[src/rtl/button_debounce_bank.sv]
// Multi-channel push-button conditioner: synchroniser, restart-on-bounce debounce, press/release pulses.
// Optional auto-repeat of btn_press while held is enabled by defining BTN_AUTOREPEAT_EN.
module button_debounce_bank #(
    parameter int NUM_BTN         = 5,
    parameter int CNT_W           = 16,
    parameter int DEBOUNCE_CYCLES = 50000,
    parameter int SYNC_STAGES     = 2,
    parameter int REPEAT_DELAY    = 20000,
    parameter int REPEAT_PERIOD   = 5000
) (
    input  logic               clk,
    input  logic               reset,
    input  logic               sample_en,
    input  logic [NUM_BTN-1:0] btn_raw,
    output logic [NUM_BTN-1:0] btn_level,
    output logic [NUM_BTN-1:0] btn_press,
    output logic [NUM_BTN-1:0] btn_release,
    output logic               any_press
);

    localparam logic [CNT_W-1:0] DB_LAST = CNT_W'(DEBOUNCE_CYCLES - 1);

    logic [NUM_BTN-1:0][SYNC_STAGES-1:0] sync_q;
    logic [NUM_BTN-1:0][CNT_W-1:0]       count_q;
    logic [NUM_BTN-1:0]                  differ;
    logic [NUM_BTN-1:0]                  fire;

    always_comb begin
        differ = '0;
        fire   = '0;
        for (int i = 0; i < NUM_BTN; i++) begin
            differ[i] = sync_q[i][SYNC_STAGES-1] != btn_level[i];
            fire[i]   = differ[i] && sample_en && (count_q[i] == DB_LAST);
        end
    end

`ifdef BTN_AUTOREPEAT_EN
    localparam logic [CNT_W-1:0] RD_LAST = CNT_W'(REPEAT_DELAY - 1);
    localparam logic [CNT_W-1:0] RP_LAST = CNT_W'(REPEAT_PERIOD - 1);

    logic [NUM_BTN-1:0][CNT_W-1:0] hold_q;
    logic [NUM_BTN-1:0]            rep_q;
`else
    logic unused_repeat;
    assign unused_repeat = ^{REPEAT_DELAY, REPEAT_PERIOD};
`endif

    always_ff @(posedge clk) begin
        if (!reset) begin
            sync_q      <= '0;
            count_q     <= '0;
            btn_level   <= '0;
            btn_press   <= '0;
            btn_release <= '0;
`ifdef BTN_AUTOREPEAT_EN
            hold_q      <= '0;
            rep_q       <= '0;
`endif
        end else begin
            for (int i = 0; i < NUM_BTN; i++) begin
                sync_q[i]      <= {sync_q[i][SYNC_STAGES-2:0], btn_raw[i]};
                btn_press[i]   <= 1'b0;
                btn_release[i] <= 1'b0;

                if (!differ[i]) begin
                    count_q[i] <= '0;
                end else if (sample_en) begin
                    if (fire[i]) begin
                        count_q[i]   <= '0;
                        btn_level[i] <= sync_q[i][SYNC_STAGES-1];
                        if (sync_q[i][SYNC_STAGES-1])
                            btn_press[i] <= 1'b1;
                        else
                            btn_release[i] <= 1'b1;
                    end else begin
                        count_q[i] <= count_q[i] + CNT_W'(1);
                    end
                end

`ifdef BTN_AUTOREPEAT_EN
                // Level still 0 on the press edge itself, so this also clears the hold count there.
                if (!btn_level[i]) begin
                    hold_q[i] <= '0;
                    rep_q[i]  <= 1'b0;
                end else if (sample_en) begin
                    if (hold_q[i] == (rep_q[i] ? RP_LAST : RD_LAST)) begin
                        hold_q[i] <= '0;
                        rep_q[i]  <= 1'b1;
                        if (!fire[i])
                            btn_press[i] <= 1'b1;
                    end else begin
                        hold_q[i] <= hold_q[i] + CNT_W'(1);
                    end
                end
`endif
            end
        end
    end

    assign any_press = |btn_press;

endmodule

[config.mk]
export PLATFORM = sky130hd
export DESIGN_NAME = button_debounce_bank
export DESIGN_NICKNAME = d
export VERILOG_FILES = /design/src/rtl/button_debounce_bank.sv
export SDC_FILE = /design/constraint.sdc
export NUM_CORES = 1
export LEC_CHECK = 0
export CAP_MARGIN = 0
export CORE_ASPECT_RATIO = 1.25
export CORE_UTILIZATION = 60
export CTS_BUF_LIST = sky130_fd_sc_hd__clkbuf_2 sky130_fd_sc_hd__clkbuf_4 sky130_fd_sc_hd__clkbuf_8
export CTS_CLUSTER_DIAMETER = 200
export CTS_CLUSTER_SIZE = 28
export DETAILED_ROUTE_END_ITERATION = 10
export PLACE_DENSITY = 0.88
export SLEW_MARGIN = 30
export SYNTH_ARGS = -nofsm -noshare
export SYNTH_HDL_FRONTEND = slang
export SYNTH_SLANG_ARGS = --single-unit
[constraint.sdc]
create_clock -name clk -period 2.5 [get_ports clk]
set_input_delay 0.375 -clock clk [delete_from_list [all_inputs] [get_ports clk]]
set_output_delay 0.375 -clock clk [all_outputs]
set_load 0.02 [all_outputs]
==> results.yml, run 1 <==
min_path:
  hold-path-endpoint: "sync_q[9]"
  hold_path.startpoint: "sync_q[8]"
  worstHoldPathCells: 1
  hold_path_class: "flip-flop to flip-flop"
synth:
  synth_seq_cells: 105
  synth_async_sr_flop_share: 0
  library_cell_occupying_the_most_area_in_the_post_synthesis_netlist: "sky130_fd_sc_hd__dfxtp_1"
  synth_nets: 509
  yosys_most_used_dff: "sky130_fd_sc_hd__dfxtp_1"
  yosysWarnings: 0
  synth.top_cells.by_area: "sky130_fd_sc_hd__dfxtp_1 (46%), sky130_fd_sc_hd__xnor2_1 (7.7%), sky130_fd_sc_hd__nor2_1 (6.4%), sky130_fd_sc_hd__xor2_1 (6.0%), sky130_fd_sc_hd__nand4_1 (4.5%)"
  post_synth.cell_area_avg_sq_um: 9.16
  yosys.cell_count.top_type: "sky130_fd_sc_hd__dfxtp_1"
  synth_common_cells: "sky130_fd_sc_hd__dfxtp_1 (105), sky130_fd_sc_hd__nor2_1 (78), sky130_fd_sc_hd__xnor2_1 (40), sky130_fd_sc_hd__nand4_1 (33), sky130_fd_sc_hd__xor2_1 (31)"
  synth_enable_flop_cells: 0
  synth-seq-area-share: 0.463
  synth.cell_area_sq_um: 4540
  synth_cells: 496
  ys_types: 36
  synth_largest_type_area_fraction: 0.463
global_route:
  antenna_found_initial: 0
  grt_start_max_net_pins: 34
  number_of_global_route_vias_before_repair: 3420
  grt_first_pass_wirelength_microns: 15000
  grt.total_usage: 0.239
  grt_overflow_total: 0
die:
  coreArea_sq_um: 7360
  floorplan.initialDensity: 0.618
  num_io_pins: 24
  die_area_sq_um: 7930
  die_extent_in_y_microns: 99.3
  die_width_microns: 79.8
  num_rows: 35
layout:
  area_overhead_vs_synth_pct: 12.0
  layout.area.seq_sq_um: 2100
  final_antenna_diode_count: 0
  multiInputGateArea_sq_um: 2310
  final_cell_count_no_fill: 620
  fillerInstances: 553
  final_nets: 536
  layout_cell_share_with_drive_strength_beyond_1: 0.0625
clock_tree:
  clk_latency_ps: 360
  cts_num_sinks: 105
  cts.reportedPaths.clkPinSlew_ps: 90
  cts_inserted_buffers: 9
  clock_path_buffers: 2
  ctsHtreeMaxLevel: 3
  cts.repair.resized: 0
  cts.hold.buffers_added: 0
  clockRootBuffer: "sky130_fd_sc_hd__clkbuf_8"
  tritoncts_clock_tree: "yes"
  cts_post_setup_buffers_inserted: 0
power_and_ir_drop:
  power.density_cell_area_nw_per_um2: 557
  seqPwrFrac: 0.595
  peakVddDrop_mv: 0.484
  power_report.internal_total_uw: 2240
  power.static_leakage_uw: 0.00158
  power.share.combinational: 0.023
  switching_power_uw: 594
  switching_share: 0.210
  clock_power_share: 0.382
status:
  status: "completed"
timing:
  setup_tns_ps: 0
  timing_max_transition_violations_final: 0
  rsz0062_at_grt: "no"
  final_hold_violation_count: 0
  slew-limit-headroom: 0.600
  final_period_minus_worst_setup_slack_ps: 1950
  fin_skew_ps: 11.3
  fmaxAchievable_mhz: 512
  number_of_setup_violations_in_the_final_report: 0
  tightestPinTransition_ps: 598
  worst_slack_ps: 549
  fin_crit_sh: 0.781
setup_path:
  critical_path.startpoint_type: "input port"
  crit_start: "sample_en"
  crit_required_ps: 2720
  worstReg2RegStart: "count_q[11]"
  path_class: "input port to flip-flop"
  timing.critical_path.slowest_cell_delay_ps: 550
  timing.critical_path.to_type: "flip-flop"
  cp_data_arrival_time_ps: 2170
  crit_path_max_fanout: 33
  reg2regPathDepth: 4
  rrSetupSlack_ps: 610
  crit-reg2reg-capture: "count_q[15]"
  path_cells: "clkdlybuf4s50_1 > buf_12 > nand4_1 > nand4b_1 > nand3_1 > nor2_1"
  critical_path.slowest_cell: "sky130_fd_sc_hd__clkdlybuf4s50_1"
routing:
  routed-via-count: 3591
  drc: 0
  route.final.wire_length_microns: 8740
  post_drt_via_cell_ratio: 5.79
  drt-pass1-iter-count: 4
  wl_per_cell_microns: 14.1
  drt_antenna_net_count: 0
  drt-initial-drc-count: 175
flow_run:
  max_cap_viol_count: 0
place:
  port_buffers: 23
  gpl.final_weighted_congestion: 0.874
  dpl_worst_slack_ps: 171
  numPlacedInstances: 604
  dp_hpwl_microns: 6020
==> cell usage in the layout, fill, tap and decap left out, drive strengths merged, types with 2 or more instances in the layout <==
cell | Yosys | routed
o31ai | 2 | 2
nor4bb | 6 | 6
nor4b | 3 | 3
ha | 5 | 5
a21oi | 9 | 9
nand4bb | 2 | 2
nand4 | 34 | 34
xnor2 | 40 | 40
nor3 | 22 | 22
nor2 | 78 | 78
or3 | 9 | 9
clkinv | 0 | 2
and4 | 7 | 7
or4 | 6 | 6
o21ai | 7 | 7
buf | 8 | 8
xor2 | 31 | 31
mux2i | 10 | 10
and3 | 4 | 4
nor4 | 15 | 15
dfxtp | 105 | 105
nor2b | 5 | 5
inv | 13 | 13
nand2 | 29 | 29
nand3 | 22 | 22
clkdlybuf4s50 | 0 | 23
nand4b | 4 | 4
and2 | 11 | 11
clkbuf | 7 | 12
==> worst max-delay path by stage <==
| stage | end | slack [ps] | cells past startpoint |
|---|---|---|---|
| after global placement | count_q[74] | 240 | 6 |
| after detailed placement | count_q[57] | 170 | 6 |
| after global routing | count_q[57] | 430 | 6 |
| after floorplan | count_q[14] | 700 | 5 |
| final | count_q[51] | 550 | 6 |
| after CTS | count_q[50] | 560 | 6 |
==> power by group through the flow <==
| stage | registers (uW) | logic, uW | clock network (uW) |
|---|---|---|---|
| finish | 1690 | 64.2 | 1080 |
| global route | 1690 | 69.9 | 1180 |
| CTS | 1690 | 64.4 | 1100 |
| detailed placement | 1730 | 63.9 | 0 |
| global placement | 1720 | 61.9 | 0 |
| floorplan | 1720 | 40.7 | 0 |
==> state kept, by name, indices dropped and copies added (netlist names) <==
name / count
count_q: 80
sync_q: 10
btn_level: 5
btn_press: 5
btn_release: 5
==> routing by layer <==
layer / part of all wire / track usage / wire [microns]
met1: 0.44 / 0.289 / 3880
met2: 0.49 / 0.399 / 4300
met3: 0.040 / 0.0505 / 348
met4: 0.024 / 0.115 / 210
met5: 0 / 0 / 0
==> cell type report <==
cell class	count	area share
clock buffer	12	0.0312
clock inverter	4	0.0101
inverter	13	0.00959
multi-input combinational	363	0.454
sequential	105	0.413
tap	92	0.0226
timing repair buffer	31	0.0595
==> kinds of logic after synthesis <==
| family | Yosys count | synth area share |
|---|---|---|
| adder cells (fa/ha/maj) | 5 | 0.0138 |
| flip-flops | 105 | 0.463 |
| AND/OR/NAND/NOR | 259 | 0.315 |
| XOR/XNOR | 71 | 0.137 |
| AO/OA/AOI/OAI | 18 | 0.0209 |
| multiplexers | 10 | 0.0220 |
| buffers and inverters | 28 | 0.0289 |
==> stage by stage <==
stage / power, uW / hold slack, ps / utilization / instance area (sq um)
final: 2830 / 441 / 0.692 / 5090
after detailed placement: 1790 / 423 / 0.663 / 4880
after global routing: 2940 / 458 / 0.692 / 5090
after global placement: 1790 / 414 / 0.663 / 4880
after CTS: 2850 / 442 / 0.692 / 5090
after floorplan: 1760 / 412 / - / 4540
==> critical path: cells and delay by family <==
| family | cells | cell delay [ps] |
|---|---|---|
| and+or+nand+nor | 4 | 1020 |
| buffers and inverters | 2 | 770 |
(Power assumes the default switching activity.)
==> run 2, diff against run 1 <==
==> constraint.sdc (replaced) <==
create_clock -name clk -period 1.9 [get_ports clk]
set_input_delay 0.285 -clock clk [delete_from_list [all_inputs] [get_ports clk]]
set_output_delay 0.285 -clock clk [all_outputs]
set_load 0.02 [all_outputs]
==> run 2 against run 1 <==
Cell area increased by 4.0%. Wire length grew 9.8%. Die area stayed put. Clock-buffer cell count decreased by 2. Sequential cell count did not move. Core utilization rose by 2.8 points. Setup slack got worse by 510 ps.
==> results.yml, run 2 (synthesis gave the netlist of run 1 again) <==
status:
  status: "completed"
clock_tree:
  cts_inserted_buffers: 9
  ctsHtreeMaxLevel: 3
  clk_latency_ps: 370
  cts.hold.buffers_added: 0
  cts_post_setup_buffers_inserted: 0
  cts_num_sinks: 105
  tritoncts_clock_tree: "yes"
  clock_path_buffers: 2
  clockRootBuffer: "sky130_fd_sc_hd__clkbuf_8"
  cts.reportedPaths.clkPinSlew_ps: 90
place:
  dp_hpwl_microns: 6660
  dpl_worst_slack_ps: -230
  gpl.final_weighted_congestion: 0.835
  port_buffers: 23
  numPlacedInstances: 629
routing:
  wl_per_cell_microns: 14.9
  drt-pass1-iter-count: 4
  route.final.wire_length_microns: 9600
  routed.top_layer: "met4"
  met2_wire_length_microns: 4920
  drt_antenna_net_count: 0
  post_drt_via_cell_ratio: 5.81
  drc: 0
  met3WireLength_microns: 309
  routed-via-count: 3755
  drt-initial-drc-count: 257
  routed_length_on_met1_microns: 4170
die:
  die_area_sq_um: 7930
  floorplan.initialDensity: 0.618
  num_rows: 35
  die_extent_in_y_microns: 99.3
  num_io_pins: 24
  coreArea_sq_um: 7360
  die_width_microns: 79.8
min_path:
  worstHoldPathCells: 1
  hold_path_class: "flip-flop to flip-flop"
power_and_ir_drop:
  clock_power_share: 0.368
  power.static_leakage_uw: 0.00170
  overall_power_uw: 3660
  switching_power_uw: 788
  seqPwrFrac: 0.607
  switching_share: 0.215
  power.share.combinational: 0.025
  power.density_cell_area_nw_per_um2: 691
  peakVddDrop_mv: 0.579
  power_report.internal_total_uw: 2870
setup_path:
  crit_path_max_fanout: 7
  reg2regPathDepth: 4
  path_cells: "or4bb_2 > or4_4 > nand3_2 > nor2_1"
  critical_path.slowest_cell: "sky130_fd_sc_hd__or4bb_2"
  critical_path.startpoint_type: "flip-flop"
  timing.critical_path.to_type: "flip-flop"
  crit_required_ps: 2150
  cp_data_arrival_time_ps: 2110
  path_class: "flip-flop to flip-flop"
  timing.critical_path.slowest_cell_delay_ps: 610
timing:
  tightestPinTransition_ps: 432
  timing_max_transition_violations_final: 0
  final_hold_violation_count: 0
  number_of_setup_violations_in_the_final_report: 0
  fin_crit_sh: 0.979
  final_period_minus_worst_setup_slack_ps: 1860
  worst_slack_ps: 40.7
  fmaxAchievable_mhz: 538
  slew-limit-headroom: 0.709
  fin_skew_ps: 13.9
layout:
  final_cell_count_no_fill: 646
  final_nets: 563
  final_antenna_diode_count: 0
  top_regs: "count_q x80, sync_q x10"
  commonest_cells_after_routing_fill_and_taps_aside: "sky130_fd_sc_hd__dfxtp_1 (105), sky130_fd_sc_hd__nor2_1 (78), sky130_fd_sc_hd__xnor2_1 (40), sky130_fd_sc_hd__nand4_1 (33)"
  layout_cell_share_with_drive_strength_beyond_1: 0.108
  final_common_cell: "sky130_fd_sc_hd__dfxtp_1"
  largest_register: "count_q"
  flip_flop_count_of_the_largest_register_all_copies_and_words_added: 80
  area_overhead_vs_synth_pct: 16.5
global_route:
  grt_start_max_net_pins: 26
  grt_first_pass_wirelength_microns: 16400
  antenna_found_initial: 0
  grt_overflow_total: 0
  number_of_global_route_vias_before_repair: 3655
  grt.total_usage: 0.261
flow_run:
  max_cap_viol_count: 0
[run 2: power groups by stage]
stage	Clock, uW	Combinational [uW]	Sequential (uW)
2_1_floorplan	0	53.5	2270
3_3_place_gp	0	84.5	2270
3_5_place_dp	0	86.7	2270
4_1_cts	1370	87.2	2220
5_1_grt	1470	99.1	2220
6_report	1350	90.6	2220
[run 2: what timing repair did]
action | CTS | global route
endpoints found under the hold margin | 0 | 0
resized for setup | 0 | 1
endpoints found under the setup margin | 0 | 28
[run 2: through the flow]
stage / setup TNS (ps) / cell area, sq um / util / hold slack, ps
2_1_floorplan: 0 / 4540 / - / 412
3_3_place_gp: -9070 / 5080 / 0.690 / 415
3_5_place_dp: -13190 / 5080 / 0.690 / 433
4_1_cts: 0 / 5270 / 0.716 / 454
5_1_grt: -3.69 / 5300 / 0.720 / 475
6_report: 0 / 5300 / 0.720 / 452
[run 2: critical path: cells and delay by family (launching register included)]
| family | cells | cell delay, ps |
|---|---|---|
| simple gates | 4 | 1380 |
| flops | 1 | 370 |
[run 2: final cells by class]
cell class,count,area [sq um]
multi-input combinational,365,2340
sequential,105,2100
fill,527,2060
timing repair buffer,56,503
clock buffer,10,131
tap,92,115
clock inverter,5,57.6
inverter,13,48.8
[run 2: final timing paths]
path / endpoint / slack (ps) / from
worst max-delay path: count_q[14] / 40 / count_q[9]
worst min-delay path: sync_q[1] / 450 / sync_q[0]
worst max register to register: count_q[14] / 40 / count_q[9]
worst min register to register: sync_q[1] / 450 / sync_q[0]
[run 2: routing by layer]
metal / GRT usage / vias to the layer above
met5: 0 / -
met4: 0.117 / 0
met3: 0.0459 / 16
met2: 0.455 / 81
met1: 0.309 / 1811
li1: - / 1847
==> run 3, diff against run 2 <==
--- a/config.mk
+++ b/config.mk
@@ -13,7 +13,6 @@
 export CTS_CLUSTER_SIZE = 28
 export DETAILED_ROUTE_END_ITERATION = 10
 export PLACE_DENSITY = 0.88
-export SLEW_MARGIN = 30
 export SYNTH_ARGS = -nofsm -noshare
 export SYNTH_HDL_FRONTEND = slang
 export SYNTH_SLANG_ARGS = --single-unit
==> constraint.sdc (replaced) <==
create_clock -name clk -period 2.12 [get_ports clk]
set_input_delay 0.318 -clock clk [delete_from_list [all_inputs] [get_ports clk]]
set_output_delay 0.318 -clock clk [all_outputs]
set_load 0.02 [all_outputs]
==> run 3 against run 2 <==
First-iteration DRC count is 20% lower. Global-route usage fell by 1.7 points. Setup slack better by 210 ps. Die area unchanged. Total power fell by 14%.
==> results.yml, run 3 (synthesis gave the netlist of run 1 again) <==
status:
  status: "completed"
layout:
  area_overhead_vs_synth_pct: 13.5
  top_regs: "count_q x80, sync_q x10"
  finish.utilization: 0.701
  final_common_cell: "sky130_fd_sc_hd__dfxtp_1"
  commonest_cells_after_routing_fill_and_taps_aside: "sky130_fd_sc_hd__dfxtp_1 (105), sky130_fd_sc_hd__nor2_1 (78), sky130_fd_sc_hd__xnor2_1 (40), sky130_fd_sc_hd__nand4_1 (33), sky130_fd_sc_hd__xor2_1 (31)"
  final_antenna_diode_count: 0
  final_nets: 548
  flip_flop_count_of_the_largest_register_all_copies_and_words_added: 80
  largest_register: "count_q"
  layout_cell_share_with_drive_strength_beyond_1: 0.0816
  layout.cell_area.non_filler_sq_um: 5160
power_and_ir_drop:
  overall_power_uw: 3140
  peakVddDrop_mv: 0.391
  power.density_cell_area_nw_per_um2: 609
  power.static_leakage_uw: 0.00162
global_route:
  number_of_global_route_vias_before_repair: 3607
  grt_overflow_total: 0
  grt.total_usage: 0.244
  grt_first_pass_wirelength_microns: 15500
  antenna_found_initial: 0
  grt_start_max_net_pins: 26
timing:
  final_hold_violation_count: 0
  fin_crit_sh: 0.881
  timing_max_transition_violations_final: 0
  final_period_minus_worst_setup_slack_ps: 1870
  setup_tns_ps: 0
  tightestPinTransition_ps: 365
  fin_skew_ps: 8.30
  rsz0062_at_grt: "no"
  slew-limit-headroom: 0.753
  worst_slack_ps: 252
  fmaxAchievable_mhz: 535
  number_of_setup_violations_in_the_final_report: 0
routing:
  drc: 0
  routed-via-count: 3643
  drt-initial-drc-count: 206
  wl_per_cell_microns: 13.9
  route.final.wire_length_microns: 8750
  drt-pass1-iter-count: 5
  drt_antenna_net_count: 0
  post_drt_via_cell_ratio: 5.77
setup_path:
  crit_start: "count_q[11]"
  crit-reg2reg-capture: "count_q[6]"
  critical_path.slowest_cell: "sky130_fd_sc_hd__or4_4"
  cp_data_arrival_time_ps: 2110
  timing.critical_path.to_type: "flip-flop"
  critical_path.startpoint_type: "flip-flop"
  worstReg2RegStart: "count_q[11]"
  crit_end: "count_q[6]"
  rrSetupSlack_ps: 250
  path_class: "flip-flop to flip-flop"
  timing.critical_path.slowest_cell_delay_ps: 600
  reg2regPathDepth: 4
  path_cells: "or4b_1 > or4_4 > nand3_4 > nor2_1"
  crit_path_max_fanout: 15
  crit_required_ps: 2370
die:
  num_io_pins: 24
  die_width_microns: 79.8
  floorplan.initialDensity: 0.618
  num_rows: 35
  coreArea_sq_um: 7360
  die_extent_in_y_microns: 99.3
  die_area_sq_um: 7930
clock_tree:
  cts_post_setup_buffers_inserted: 0
  cts.hold.buffers_added: 0
  cts.reportedPaths.clkPinSlew_ps: 90
  clockRootBuffer: "sky130_fd_sc_hd__clkbuf_8"
  clock_path_buffers: 2
  cts_num_sinks: 105
  cts_inserted_buffers: 9
  cts.repair.resized: 0
  clk_latency_ps: 360
  tritoncts_clock_tree: "yes"
  ctsHtreeMaxLevel: 3
min_path:
  hold_path_class: "flip-flop to flip-flop"
place:
  port_buffers: 23
  dpl_worst_slack_ps: -44.6
  dp_hpwl_microns: 6180
  post_dp_cell_area_sq_um: 4990
  gpl.final_weighted_congestion: 0.852
flow_run:
  max_cap_viol_count: 0
-- run 3: cell types whose count changed in the layout (fill, tap and decap cells not counted) --
cell                         before  now
sky130_fd_sc_hd__nand3_2          2    0
sky130_fd_sc_hd__nor4_1          14   15
sky130_fd_sc_hd__clkinv_4         2    1
sky130_fd_sc_hd__buf_12           2    3
sky130_fd_sc_hd__bufinv_16        1    0
sky130_fd_sc_hd__nor4_2           1    0
sky130_fd_sc_hd__clkinvlp_4       0    2
sky130_fd_sc_hd__buf_4           31   17
-- run 3: worst min-delay path by stage --
stage | from | endpoint | depth (start not counted) | slack, ps
final | sync_q[4] | sync_q[5] | 1 | 450
after global routing | sync_q[0] | sync_q[1] | 1 | 470
after CTS | sync_q[4] | sync_q[5] | 1 | 450
after detailed placement | sync_q[6] | sync_q[7] | 1 | 420
after global placement | sync_q[8] | sync_q[9] | 1 | 410
after floorplan | sync_q[0] | sync_q[1] | 1 | 410
-- run 3: worst max-delay path, delay by kind of cell, from the launching register on --
| family | cells | cell delay [ps] |
|---|---|---|
| flops | 1 | 350 |
| simple gates | 4 | 1410 |
-- run 3: final cells by class --
type | count | area, sq um
Clock buffer | 10 | 131
Fill cell | 540 | 2200
Clock inverter | 5 | 33.8
Sequential cell | 105 | 2100
Inverter | 13 | 48.8
Timing Repair Buffer | 43 | 418
Tap cell | 92 | 115
Multi-Input combinational cell | 363 | 2310
-- run 3: through the flow --
stage / instances / hold slack, ps
after floorplan: 496 / 412
after CTS: 631 / 450
after detailed placement: 616 / 418
final: 631 / 446
after global routing: 631 / 470
after global placement: 616 / 414
-- run 3: routing by layer --
metal  global-route usage  part of all wire
met1                0.286              0.43
met2                0.435              0.51
met3               0.0294             0.041
met4                0.117             0.016
met5                    0                 0
-- run 3: power by group --
| part | switching [uW] | internal, uW | leakage [uW] |
|---|---|---|---|
| Combinational | 41.7 | 37.7 | 0.000692 |
| Clock | 645 | 432 | 0.0000815 |
| Sequential | 7.82 | 1980 | 0.000848 |
